==> src/rtl/gcd_pkg.sv <==
`default_nettype none
// +--------------------------------------------------------------------+
// | gcd_pkg : FSM state encoding and seven-segment status glyphs        |
// | rev 1.0                                                             |
// +--------------------------------------------------------------------+
package gcd_pkg;

  typedef enum logic [2:0] {
    ST_IDLE    = 3'd0,
    ST_HOLD    = 3'd1,
    ST_NEXT    = 3'd2,
    ST_COMPUTE = 3'd3,
    ST_DONE    = 3'd4
  } state_e;

  localparam logic [6:0] C_GLYPH_IDLE = 7'b1000000;
  localparam logic [6:0] C_GLYPH_HOLD = 7'b1011100;
  localparam logic [6:0] C_GLYPH_NEXT = 7'b1010100;
  localparam logic [6:0] C_GLYPH_BUSY = 7'b0111111;
  localparam logic [6:0] C_GLYPH_ERR  = 7'b1111001;

endpackage
`default_nettype wire

==> src/rtl/ssd_hex.sv <==
`default_nettype none
// +--------------------------------------------------------------------+
// | ssd_hex : 4-bit hex digit to active-low gfedcba segment pattern     |
// | rev 1.0                                                             |
// +--------------------------------------------------------------------+
module ssd_hex (
  input  logic [3:0] hex,
  output logic [6:0] seg
);

  always_comb begin
    case (hex)
      4'h0: seg = 7'b1000000;
      4'h1: seg = 7'b1111001;
      4'h2: seg = 7'b0100100;
      4'h3: seg = 7'b0110000;
      4'h4: seg = 7'b0011001;
      4'h5: seg = 7'b0010010;
      4'h6: seg = 7'b0000010;
      4'h7: seg = 7'b1111000;
      4'h8: seg = 7'b0000000;
      4'h9: seg = 7'b0010000;
      4'hA: seg = 7'b0001000;
      4'hB: seg = 7'b0000011;
      4'hC: seg = 7'b1000110;
      4'hD: seg = 7'b0100001;
      4'hE: seg = 7'b0000110;
      default: seg = 7'b0001110;
    endcase
  end

endmodule
`default_nettype wire

==> src/rtl/gcd_fold_engine.sv <==
`default_nettype none
// +--------------------------------------------------------------------+
// | gcd_fold_engine : captures N_OPS operands, folds them through a     |
// | subtractive GCD one step per cycle. rev 1.0                         |
// +--------------------------------------------------------------------+
module gcd_fold_engine
  import gcd_pkg::*;
#(
  parameter int W     = 8,
  parameter int N_OPS = 3
) (
  input  logic         clk,
  input  logic         rst,
  input  logic         num_okey,
  input  logic [W-1:0] number,
  output logic [W-1:0] result,
  output logic         done,
  output logic         busy,
  output logic         zero_err,
  output logic [6:0]   ssd
);

  localparam int KW = $clog2(N_OPS + 1);

  state_e         state_q, state_d;
  logic [KW-1:0]  k_q, k_d;
  logic [KW-1:0]  j_q, j_d;
  logic [W-1:0]   a_q, a_d;
  logic [W-1:0]   b_q, b_d;
  logic [W-1:0]   result_q, result_d;
  logic [W-1:0]   op_q [N_OPS];
  logic [W-1:0]   op_d [N_OPS];

  logic [KW-1:0]  k_inc;
  logic [W-1:0]   op_at_j;
  logic           pair_hit;
  logic [W-1:0]   pair_val;
  logic [3:0]     nibble;
  logic [6:0]     hex_seg;

  always_ff @(posedge clk) begin
    if (rst) begin
      state_q  <= ST_IDLE;
      k_q      <= '0;
      j_q      <= '0;
      a_q      <= '0;
      b_q      <= '0;
      result_q <= '0;
      op_q     <= '{default: '0};
    end else begin
      state_q  <= state_d;
      k_q      <= k_d;
      j_q      <= j_d;
      a_q      <= a_d;
      b_q      <= b_d;
      result_q <= result_d;
      op_q     <= op_d;
    end
  end

  // A zero on either side, or equal operands, settles the pair in one cycle.
  always_comb begin
    k_inc    = k_q + KW'(1);
    pair_hit = (a_q == b_q) || (b_q == '0) || (a_q == '0);
    pair_val = ((a_q == '0) && (b_q != '0)) ? b_q : a_q;
    op_at_j  = '0;
    for (int i = 0; i < N_OPS; i++) begin
      if (j_q == KW'(i)) op_at_j = op_q[i];
    end
  end

  always_comb begin
    state_d  = state_q;
    k_d      = k_q;
    j_d      = j_q;
    a_d      = a_q;
    b_d      = b_q;
    result_d = result_q;
    op_d     = op_q;
    case (state_q)
      ST_IDLE, ST_DONE: begin
        if (num_okey) begin
          state_d = ST_HOLD;
          k_d     = '0;
        end
      end
      ST_HOLD: begin
        if (num_okey) begin
          for (int i = 0; i < N_OPS; i++) begin
            if (k_q == KW'(i)) op_d[i] = number;
          end
        end else begin
          k_d = k_inc;
          if (k_inc == KW'(N_OPS)) begin
            state_d = ST_COMPUTE;
            a_d     = op_q[0];
            b_d     = op_q[1];
            j_d     = KW'(2);
          end else begin
            state_d = ST_NEXT;
          end
        end
      end
      ST_NEXT: begin
        if (num_okey) state_d = ST_HOLD;
      end
      ST_COMPUTE: begin
        if (pair_hit) begin
          if (j_q < KW'(N_OPS)) begin
            a_d = pair_val;
            b_d = op_at_j;
            j_d = j_q + KW'(1);
          end else begin
            result_d = pair_val;
            state_d  = ST_DONE;
          end
        end else if (a_q > b_q) begin
          a_d = a_q - b_q;
        end else begin
          b_d = b_q - a_q;
        end
      end
      default: state_d = ST_IDLE;
    endcase
  end

  if (W >= 4) begin : g_nibble_wide
    assign nibble = result_q[3:0];
  end else begin : g_nibble_narrow
    assign nibble = {{(4 - W){1'b0}}, result_q};
  end

  ssd_hex u_ssd_hex (
    .hex (nibble),
    .seg (hex_seg)
  );

  always_comb begin
    result   = result_q;
    busy     = (state_q == ST_COMPUTE);
    done     = (state_q == ST_DONE);
    zero_err = done && (result_q == '0);
    case (state_q)
      ST_HOLD:    ssd = C_GLYPH_HOLD;
      ST_NEXT:    ssd = C_GLYPH_NEXT;
      ST_COMPUTE: ssd = C_GLYPH_BUSY;
      ST_DONE:    ssd = zero_err ? C_GLYPH_ERR : hex_seg;
      default:    ssd = C_GLYPH_IDLE;
    endcase
  end

endmodule
`default_nettype wire

==> config.mk <==
export PLATFORM = sky130hd
export DESIGN_NAME = gcd_fold_engine
export DESIGN_NICKNAME = d
export VERILOG_FILES = /design/src/rtl/gcd_pkg.sv /design/src/rtl/ssd_hex.sv /design/src/rtl/gcd_fold_engine.sv
export SDC_FILE = /design/constraint.sdc
export NUM_CORES = 1
export LEC_CHECK = 0
export CORE_UTILIZATION = 28
export DETAILED_ROUTE_END_ITERATION = 10
export HOLD_SLACK_MARGIN = 0.03
export PLACE_DENSITY = 0.42
export SYNTH_ARGS = -nofsm -noshare
export SYNTH_HDL_FRONTEND = slang
export SYNTH_SLANG_ARGS = --single-unit
==> constraint.sdc <==
create_clock -name clk -period 3.9 [get_ports clk]
set_input_delay 0.78 -clock clk [delete_from_list [all_inputs] [get_ports clk]]
set_output_delay 0.78 -clock clk [all_outputs]
set_load 0.05 [all_outputs]
Word-level counts from Yosys, hierarchy flattened:

Memories as Yosys holds them, arrays and structs flattened. A register that Yosys moved wholly into a read port is not among the register bits.
Index checks and enable logic that the tools add are counted.
Widths: inputs -> output; s select.

* memory bits (read-only): 112
* output and inout bits: 18
* latch bits: 0
* bits of input ports: 11
* memories: 1
* bits in registers: 55
* word-level logic and storage cells: 95
* bits in writable memories: 0

* reductions and logical operators: 24
* multiplexer cells: 34
* order comparisons: 2
* $mul: 0
* equality and inequality tests: 20
* $add $sub $neg: 4
* bitwise operators: 1
* shift operators: 0
* divide/modulo/power cells: 0

Memories
* (no name shown): depth 16, width 7, rd ports 1, clocked after memory_dff 1, wr ports 0, RTL line ssd_hex.sv:12 `case (hex)`

Operator list (number)
* $mux 8: 14
* $pmux 8 s2: 2
* $pmux 7 s4: 1
* $logic_not 8->1: 3
* $sub 8x8->8: 2
* $reduce_and 3->1: 5
* $reduce_and 5->1: 3
* $mux 2: 6
* $mux 3: 4
* $pmux 3 s3: 1
* $eq 8x8->1: 1
* $gt 8x8->1: 1
* $mux 4: 2
* $ne 2x2->1 const B: 4
* $pmux 2 s2: 2
* $reduce_bool 8->1: 1
* $mux 7: 1
* $eq 2x2->1 const B: 3
* $eq 3x2->1 const B: 2
* $ne 2x1->1 const B: 3
* $add 2x1->2 const B: 2
* $eq 2x1->1 const B: 2
* $logic_not 2->1: 2
* $reduce_and 4->1: 1
* 14 further kinds: 17

Logic depth before layout (Yosys ltp):

* depth in word-level cells: 7
* mapped depth: 14
* mapped depth without buffers: 13

Cells and area by module:

A second synthesis with hierarchy kept.

* cells, all modules: 521
* area total of the unflattened synthesis: 3968.8 um^2

Modules (own cells, without submodules)
* gcd_fold_engine: sequential area each 1101.1 um^2, cells each 489, times used 1, area each 3693.5 um^2
* ssd_hex: sequential area each 0.0 um^2, cells each 32, times used 1, area each 275.3 um^2

Worst setup path after synthesis:

OpenSTA, ideal clock, no wires.

* path kind: register -> output
* start: register state_q[1]
* end: output ssd[1]
* required time: 3.120 ns
* slack: 0.110 ns
* buffers on the path: 3
* arrival time: 3.010 ns
* stages on the path, launching flop included: 8
* cells stage by stage: dfxtp_1 clkbuf_1 nor2_1 and2_1 clkbuf_1 and3_1 clkbuf_1 o21ai_0

* cells in the longest elaborated chain, start to end: 4
* elaborated cells on any way between the ends: 7
* classes of those cells: 4 x eq/ne; 2 x mux; 1 x reduce/logical

RTL lines
* start: declaration: RTL line gcd_fold_engine.sv:25 `state_e state_q, state_d;`
* start signal: assignment: RTL line gcd_fold_engine.sv:51 `state_q <= state_d;`
* $eq 3x3->1: RTL line gcd_fold_engine.sv:141 `done = (state_q == ST_DONE);`
* net done: RTL line gcd_fold_engine.sv:17 `output logic done,`
* $logic_and 1x1->1: RTL line gcd_fold_engine.sv:142 `zero_err = done && (result_q == '0);`
* net zero_err: RTL line gcd_fold_engine.sv:19 `output logic zero_err,`
* $mux 7: RTL line gcd_fold_engine.sv:147 `ST_DONE: ssd = zero_err ? C_GLYPH_ERR : hex_seg;`
* $pmux 7 s4: RTL line gcd_fold_engine.sv:143 `case (state_q)`
* end: declaration: RTL line gcd_fold_engine.sv:20 `output logic [6:0] ssd`

The timed path passes the listed nets, and every way through them passes these cells.

Final worst setup path:

* start: register a_q[4]
* end: register, netlist name u_ssd_hex.seg[3]

* cells in the longest elaborated chain, start to end: 6
* elaborated cells on any way between the ends: 9
* classes of those cells: 1 x eq/ne; 3 x mux; 5 x reduce/logical

RTL lines
* start: declaration: RTL line gcd_fold_engine.sv:28 `logic [W-1:0] a_q, a_d;`
* start signal: assignment: RTL line gcd_fold_engine.sv:46 `a_q <= '0;`
* start signal: assignment: RTL line gcd_fold_engine.sv:54 `a_q <= a_d;`
* $eq 8x8->1: RTL line gcd_fold_engine.sv:64 `pair_hit = (a_q == b_q) || (b_q == '0) || (a_q == '0);`
* $logic_or 1x1->1 (2 in a row): RTL line gcd_fold_engine.sv:64
* $reduce_and 3->1 (no line)
* $mux 4 (no line) * (2 in a row)

Every way passes the cells marked *; elsewhere a longest branch is shown, timed or not.
A chain may end at the register's enable or synchronous reset.

==> metrics.txt <==
# TYPE chip_impl_metric gauge
chip_impl_metric{name="timing_max_transition_violations_final",unit=""} 0
chip_impl_metric{name="hold_buffers",unit=""} 0
chip_impl_metric{name="pwr-share-seq",unit="%"} 41.1
chip_impl_metric{name="final_period_minus_worst_setup_slack",unit="ps"} 3520
chip_impl_info{name="min_path_type",value="register to register"} 1
chip_impl_metric{name="clk_pin_slew",unit="ps"} 60
chip_impl_info{name="status",value="finished clean"} 1
chip_impl_metric{name="globalplace.congestion",unit=""} 0.8340
chip_impl_info{name="worstHoldStart",value="op_q[4]"} 1
chip_impl_metric{name="place.port_buffers",unit=""} 28
chip_impl_metric{name="clk_path_buf_depth",unit=""} 2
chip_impl_metric{name="clkLatencyLatePin",unit="ps"} 340
chip_impl_metric{name="clock_power_share",unit="%"} 51.8
chip_impl_metric{name="initial_core_utilization",unit="%"} 28.76
chip_impl_metric{name="first_global_vias",unit=""} 3533
chip_impl_metric{name="count_of_cell_types_in_the_netlist",unit=""} 56
chip_impl_metric{name="die_ht",unit="um"} 121.4
chip_impl_metric{name="antenna-diode-count",unit=""} 0
chip_impl_metric{name="power-per-cell-area",unit="mW/mm2"} 332.3
chip_impl_metric{name="timing.clock.skew",unit="ps"} 4.316
chip_impl_metric{name="final_core_utilization",unit="%"} 34.19
chip_impl_metric{name="setup_slack_of_the_most_critical_reg_to_reg_path",unit="ps"} 380
chip_impl_metric{name="ys.warnings.count",unit=""} 0
chip_impl_metric{name="crit_fanout",unit=""} 9
chip_impl_metric{name="routed_wire_length_per_instance",unit="um"} 16.72
chip_impl_metric{name="switching_share",unit="%"} 24.38
chip_impl_metric{name="layoutNonFillerInstCount",unit=""} 709
chip_impl_metric{name="syn-instance-count",unit=""} 504
chip_impl_metric{name="initial_antenna_violation_count",unit=""} 0
chip_impl_metric{name="seq_area_frac_synth",unit="%"} 31.09
chip_impl_info{name="path_cells",value="inv_1 > ha_1 > nand4_1 > or2_2 > a31oi_4 > nor2_1 > a211oi_1 > inv_1 > ha_1 > mux4_2"} 1
chip_impl_metric{name="drive_gt1_share",unit="%"} 6.616
chip_impl_info{name="rsz_0062_raised_after_global_routing",value="false"} 1
chip_impl_metric{name="cellLeakagePower",unit="nW"} 1.952
chip_impl_metric{name="syn_std_cell_area",unit="mm2"} 0.003993
chip_impl_metric{name="vias",unit=""} 3699
chip_impl_metric{name="hold_depth",unit=""} 2
chip_impl_metric{name="finalSetupViolations",unit=""} 0
chip_impl_info{name="crit_path_start_kind",value="register"} 1
chip_impl_metric{name="fp.dieArea",unit="mm2"} 0.01474
chip_impl_metric{name="vias_per_cell",unit=""} 5.217
chip_impl_info{name="cts_root_buffer",value="clkbuf_16"} 1
chip_impl_info{name="synth_ff_type",value="dfxtp_1"} 1
chip_impl_metric{name="width_of_the_die",unit="um"} 121.4
chip_impl_metric{name="final_net_count",unit=""} 566
chip_impl_metric{name="num_io_pins",unit=""} 29
chip_impl_metric{name="antenna_left",unit=""} 0
chip_impl_metric{name="hold-worst-slack",unit="ps"} 499.0
chip_impl_metric{name="drt_wl_total",unit="um"} 11850
chip_impl_info{name="min_to",value="op_q[4]"} 1
chip_impl_metric{name="grt_start_max_net_pins",unit=""} 52
chip_impl_metric{name="tightestPinTransition",unit="ps"} 706.8
chip_impl_metric{name="drt_pass1_iterations",unit=""} 4
chip_impl_metric{name="synth.avg_cell_area",unit="um2"} 7.922
chip_impl_metric{name="synth_edf_count",unit=""} 0
chip_impl_info{name="tritoncts_clock_tree",value="yes"} 1
chip_impl_metric{name="setup_tns",unit="ps"} 0
chip_impl_metric{name="achievable-frequency",unit="MHz"} 284.1
chip_impl_metric{name="cts_max_level",unit=""} 3
chip_impl_metric{name="maxSlewHeadroom",unit="%"} 52.38
chip_impl_metric{name="power.ir.vdd_worst",unit="mV"} 0.1851
chip_impl_metric{name="required",unit="ps"} 4110
chip_impl_metric{name="maxCapViolCount",unit=""} 0
chip_impl_metric{name="gates_resized_cts_repair",unit=""} 0
chip_impl_metric{name="cellInternalPower",unit="W"} 0.001192
chip_impl_info{name="crit_family",value="adder cells"} 1
chip_impl_info{name="r2r-end",value="u_ssd_hex.seg[3]"} 1
chip_impl_info{name="critical-path-slowest-cell",value="a211oi_1"} 1
chip_impl_metric{name="tritoncts.num_buffers",unit=""} 9
chip_impl_metric{name="cts_setup_buffers",unit=""} 0
chip_impl_metric{name="worst-endpoint-arrival",unit="ps"} 3730
chip_impl_metric{name="clock_sinks",unit=""} 62
chip_impl_metric{name="place_hpwl",unit="um"} 8812
chip_impl_metric{name="synth_nets",unit=""} 545
chip_impl_metric{name="dp_cells",unit=""} 694
chip_impl_metric{name="core.rowCount",unit=""} 43
chip_impl_metric{name="detail_route.iter0.violations",unit=""} 147
chip_impl_metric{name="async_flop_share",unit="%"} 0
chip_impl_metric{name="grt.overflow.total",unit=""} 0
chip_impl_info{name="setup.worst_path.end_class",value="register"} 1
chip_impl_info{name="r2r-start",value="a_q[4]"} 1
chip_impl_metric{name="ys_seq_elements",unit=""} 62
chip_impl_metric{name="combinational_cell_fraction_of_total_power",unit="%"} 7.1
chip_impl_metric{name="area_growth_syn_to_layout",unit="%"} 18.87
chip_impl_metric{name="reg2regPathDepth",unit=""} 10
chip_impl_metric{name="stage_delay_of_the_slowest_cell_on_the_critical_path",unit="ps"} 560
chip_impl_metric{name="finalCritPeriodShare",unit="%"} 90.26
chip_impl_metric{name="worstPathBufferInverterCount",unit=""} 2
chip_impl_info{name="timing.setup.critical_path_class",value="register to register"} 1
chip_impl_metric{name="detail_route.drc_violations",unit=""} 0
chip_impl_metric{name="core-area",unit="mm2"} 0.01388
chip_impl_metric{name="final-hold-violation-count",unit=""} 0
chip_impl_metric{name="p_sw",unit="W"} 0.0003845
chip_impl_metric{name="global_route_wire_length_before_repair",unit="um"} 19330
chip_impl_metric{name="grt_overall_usage",unit="%"} 17.48
## flip-flops by register name, summed over array words and instances, names as in the netlist
register,count
u_ssd_hex.seg,7
b_q,8
k_q,2
j_q,2
result,8
a_q,8
op_q,24
state_q,3
## cell usage after synthesis (4+ instances only)
cell type	number	area share, %
o22ai_1	4	0.63
ha_1	28	8.8
nand2_1	43	4.0
a31oi_1	6	0.94
a211o_1	6	1.3
o21a_1	4	0.75
nor2_1	67	6.3
nor4_1	4	0.63
nand3_1	11	1.4
o21ai_0	24	3.0
and3_1	5	0.78
a211oi_1	13	2.4
dfxtp_1	62	31
clkbuf_1	19	1.8
o211ai_1	12	2.3
a21oi_1	44	5.5
nor3_1	8	1.0
mux2i_1	28	7.0
a41oi_1	5	1.1
buf_2	6	0.75
nand2b_1	10	1.6
or3_1	6	0.94
inv_1	33	3.1
nand3b_1	4	0.75
## kinds of logic (layout without fill, tap and decap cells)
| kind of cell | Yosys count | after routing | synth area share [%] |
|---|---|---|---|
| buffers and inverters | 59 | 84 | 5.735 |
| muxes | 30 | 30 | 7.928 |
| AOI/OAI and AO/OA | 144 | 144 | 23.72 |
| xor gates and xnor gates | 4 | 4 | 0.8776 |
| and+or+nand+nor | 175 | 175 | 20.87 |
| DFF | 62 | 62 | 31.09 |
| adders and majority gates | 30 | 30 | 9.778 |
## how the worst max path moves through the flow
| stage | startpoint | endpoint | slack [ps] | cells after the start |
|---|---|---|---|---|
| global placement | a_q[4] | u_ssd_hex.seg[3] | 550 | 10 |
| detailed placement | a_q[4] | u_ssd_hex.seg[3] | 470 | 10 |
| floorplan | state_q[1] | ssd[1] | 110 | 7 |
| finish | a_q[4] | u_ssd_hex.seg[3] | 380 | 10 |
| CTS | a_q[4] | u_ssd_hex.seg[3] | 440 | 10 |
| global route | a_q[5] | u_ssd_hex.seg[4] | 130 | 13 |
## tightest hold or removal path, stage by stage, from the launching register on
cell     delay [ps]
dfxtp_1         320
mux2i_1          70
nor2_1           70
## placed cells by master (no fill, tap or decap), types with 10 or more instances in the layout
cell / netlist / layout
ha_1: 28 / 28
dfxtp_1: 62 / 62
a211oi_1: 13 / 13
nand2b_1: 10 / 10
mux2i_1: 28 / 28
o21ai_0: 24 / 24
clkdlybuf4s50_1: 0 / 27
nor2_1: 67 / 67
nand3_1: 11 / 11
a21oi_1: 44 / 44
nand2_1: 43 / 43
inv_1: 33 / 33
o211ai_1: 12 / 12
## routing by layer
| metal | vias to the layer above | wire length (um) | share of wire [%] | GRT usage (%) |
|---|---|---|---|---|
| li1 | 1843 | - | - | - |
| met1 | 1757 | 5678 | 48 | 22.90 |
| met2 | 82 | 5305 | 45 | 27.34 |
| met3 | 17 | 541 | 4.6 | 3.994 |
| met4 | 0 | 326 | 2.8 | 7.330 |
| met5 | - | 0 | 0 | 0 |
## power groups by stage
stage               registers (W)  logic (W)  clock network (W)
finish                   0.000648   0.000111           0.000818
global route             0.000649   0.000123           0.000877
CTS                      0.000648   0.000112           0.000848
detailed placement       0.000662   0.000112                  0
global placement         0.000662   0.000112                  0
floorplan                0.000658  0.0000759                  0
## final cells by class
class,count,area [um2]
clock buffers,10,239.0
clock inverters,5,58.81
fillers,1450,9135
inverters,33,123.9
multi-input cells,383,2522
flip-flops and latches,62,1241
well taps,180,225.2
repair buffers,36,335.3
## through the flow
step	total power, W	worst slack (ps)	cell area, um2
finish	0.001577	379.7	4746
global route	0.001649	134.4	4746
CTS	0.001609	438.3	4746
detailed placement	0.0007737	473.4	4448
global placement	0.0007739	545.6	4448
floorplan	0.0007338	110.3	3993
Note: power is estimated with default switching activity, not from simulation.
==> RTL change (same flow settings) <==
Take the reset off `a_q`, `b_q` and `result_q` and load them in a clocked block of their own.
--- a/src/rtl/gcd_fold_engine.sv
+++ b/src/rtl/gcd_fold_engine.sv
@@ -43,19 +43,19 @@
       state_q  <= ST_IDLE;
       k_q      <= '0;
       j_q      <= '0;
-      a_q      <= '0;
-      b_q      <= '0;
-      result_q <= '0;
       op_q     <= '{default: '0};
     end else begin
       state_q  <= state_d;
       k_q      <= k_d;
       j_q      <= j_d;
-      a_q      <= a_d;
-      b_q      <= b_d;
-      result_q <= result_d;
       op_q     <= op_d;
     end
+  end
+
+  always_ff @(posedge clk) begin
+    a_q      <= a_d;
+    b_q      <= b_d;
+    result_q <= result_d;
   end
 
   // A zero on either side, or equal operands, settles the pair in one cycle.
Behaviour: differs if rst is asserted again (counterexample within 10 cycles, from zero or initial values and one cycle with rst high); with rst held inactive, the same outputs for 10 cycles.
==> RTL change against the unedited design <==
Wire length is 11% lower. Via count down 11%. Setup slack better by 100 ps. Cell area down 2.5%. Clock skew up 2.3 ps. Sequential cell count stayed put. Power decreased by 2.5%. Clock power down 7.6%. Utilization is 0.19 points higher. Area after synthesis fell by 1.8%. Count of clock-buffer cells in the layout grew 2. Largest cell class unchanged.
==> RTL change: results (changes against the unedited design) <==
====================================================================================
Slowest library cell on the worst path                                  sky130_fd_sc_hd__clkdlybuf4s50_1
IO Port Bufs                                                                      28   unchanged
Syn. warnings                                                                      0   unchanged
Slew @ Worst Pin                                                             1187 ps   +480.2 ps
Ratio of cells with drive above 1 in the final layout                        0.07436   +0.008201
Leading cell types by count after synthesis                             sky130_fd_sc_hd__nand2_1, sky130_fd_sc_hd__a21oi_1, sky130_fd_sc_hd__nand3_1
Clock skew after layout                                                     6.634 ps   +2.318 ps
Vias in the first global route                                                  3055   -14%
Routability Congestion                                                        0.8273   -0.80%
Top post-synthesis cells by area                                        sky130_fd_sc_hd__dfxtp_1, sky130_fd_sc_hd__edfxtp_1, sky130_fd_sc_hd__ha_1, sky130_fd_sc_hd__a21oi_1, sky130_fd_sc_hd__nand2_1
First-pass GRT wire length                                                  16790 µm   -13%
Post-CTS setup buffer count                                                        0   unchanged
Switch share                                                                  0.2334   -0.01043
Share of synthesized area occupied by flip-flops and latches                  0.3778   +0.06692
Number of DRC markers in iteration 0                                             207   +41%
Pin count of the biggest net entering global routing                              32   -38%
Total number of nets in the final design                                         547   -3.4%
Routed via count divided by cell count                                         4.777   -8.4%
Number of different library cells in the post-synthesis netlist                   53   -5.4%
Cell class contributing the biggest share of worst-path delay           simple AND/OR/NAND/NOR gates
GRT Total Usage                                                               0.1544   -0.02041
Worst endpoint data arrival time                                             2640 ps   -1090 ps
Leakage component of the power                                              1.827 nW   -6.4%
Final HPWL from detailed placement                                           7980 µm   -9.4%
Antenna violations before repair                                                   0   unchanged
Peak fanout along the critical path                                               10   +1
CP max stage delay                                                            820 ps   +260 ps
FF-to-FF path depth                                                               11   +1
Number of H-tree branching levels                                                  3   unchanged
Result of the run                                                          completed
IR Drop Worst-Case VDD                                                     0.1880 mV   +1.6%
Share of flip-flops with an asynchronous set or reset after synthesis              0   unchanged
Final WL                                                                    10500 µm   -11%
Nets in the synthesized netlist                                                  529   -2.9%
Count of flip-flops with a built-in enable after synthesis                        24   +24
====================================================================================
RTL change: cell count changes after synthesis, sizes merged, moves of 6 or more:
cell / before / now
a211oi: 13 / 3
a21oi: 46 / 60
dfxtp: 62 / 38
edfxtp: 0 / 24
mux2i: 29 / 13
nand2: 43 / 80
nand2b: 10 / 4
nand3: 12 / 39
nor2: 67 / 37
o211ai: 12 / 1
RTL change: final timing paths:
path,startpoint,endpoint,slack [ps]
setup / recovery,state_q[1],ssd[4],480
hold / removal,op_q[18],op_q[18],470
hold reg to reg,op_q[18],op_q[18],470
setup reg to reg,a_q[4],u_ssd_hex.seg[3],880
RTL change: cells by family after synthesis:
logic type	after synthesis	share of synthesized area
simple gates	197	0.2329
compound gates	116	0.1710
fa+ha+maj	30	0.09955
mux	15	0.03989
buf+inv	62	0.06541
flops	62	0.3778
xor+xnor	6	0.01340
RTL change: power by group through the flow:
stage / Combinational (W) / Clock, W / Sequential [W]
2_1_floorplan: 0.0000651 / 0 / 0.000695
3_3_place_gp: 0.0000988 / 0 / 0.000698
3_5_place_dp: 0.0000988 / 0 / 0.000698
4_1_cts: 0.0000991 / 0.000779 / 0.000685
5_1_grt: 0.000108 / 0.000808 / 0.000686
6_report: 0.0000979 / 0.000756 / 0.000685
RTL change: worst register-to-register path, delay by kind of cell, from the launching register on:
kind	cells	cell delay (ps)
multiplexers	2	810
adder cells (fa/ha/maj)	2	680
AO/OA/AOI/OAI	2	490
flip-flops	1	390
AND/OR/NAND/NOR	3	320
buffers and inverters	2	200
RTL change: area by class of cell:
class                           instances  area [µm²]
Inverter                               32       120.1
Fill cell                            1467        8827
Clock buffer                           12       257.7
Multi-Input combinational cell        364        2183
Sequential cell                        62        1481
Clock inverter                          4       20.02
Timing Repair Buffer                   37       342.8
Tap cell                              176       220.2
RTL change: metrics by stage:
| step | total power, W | hold slack, ps | setup WS, ps | area (µm²) | instances |
|---|---|---|---|---|---|
| after floorplan | 0.0007603 | 436.4 | 450.0 | 3921 | 488 |
| after global placement | 0.0007969 | 464.9 | 841.3 | 4348 | 671 |
| after detailed placement | 0.0007972 | 469.2 | 814.3 | 4348 | 671 |
| after CTS | 0.001563 | 477.1 | 435.9 | 4626 | 687 |
| after global routing | 0.001602 | 485.7 | 281.8 | 4626 | 687 |
| final | 0.001538 | 472.1 | 480.1 | 4626 | 687 |
RTL change: routing by layer:
layer | wire [µm] | track usage | share of wire
met2 | 4534 | 0.2331 | 0.43
met3 | 331 | 0.02642 | 0.032
met4 | 227 | 0.07253 | 0.022
met5 | 0 | 0 | 0
met1 | 5408 | 0.2133 | 0.51
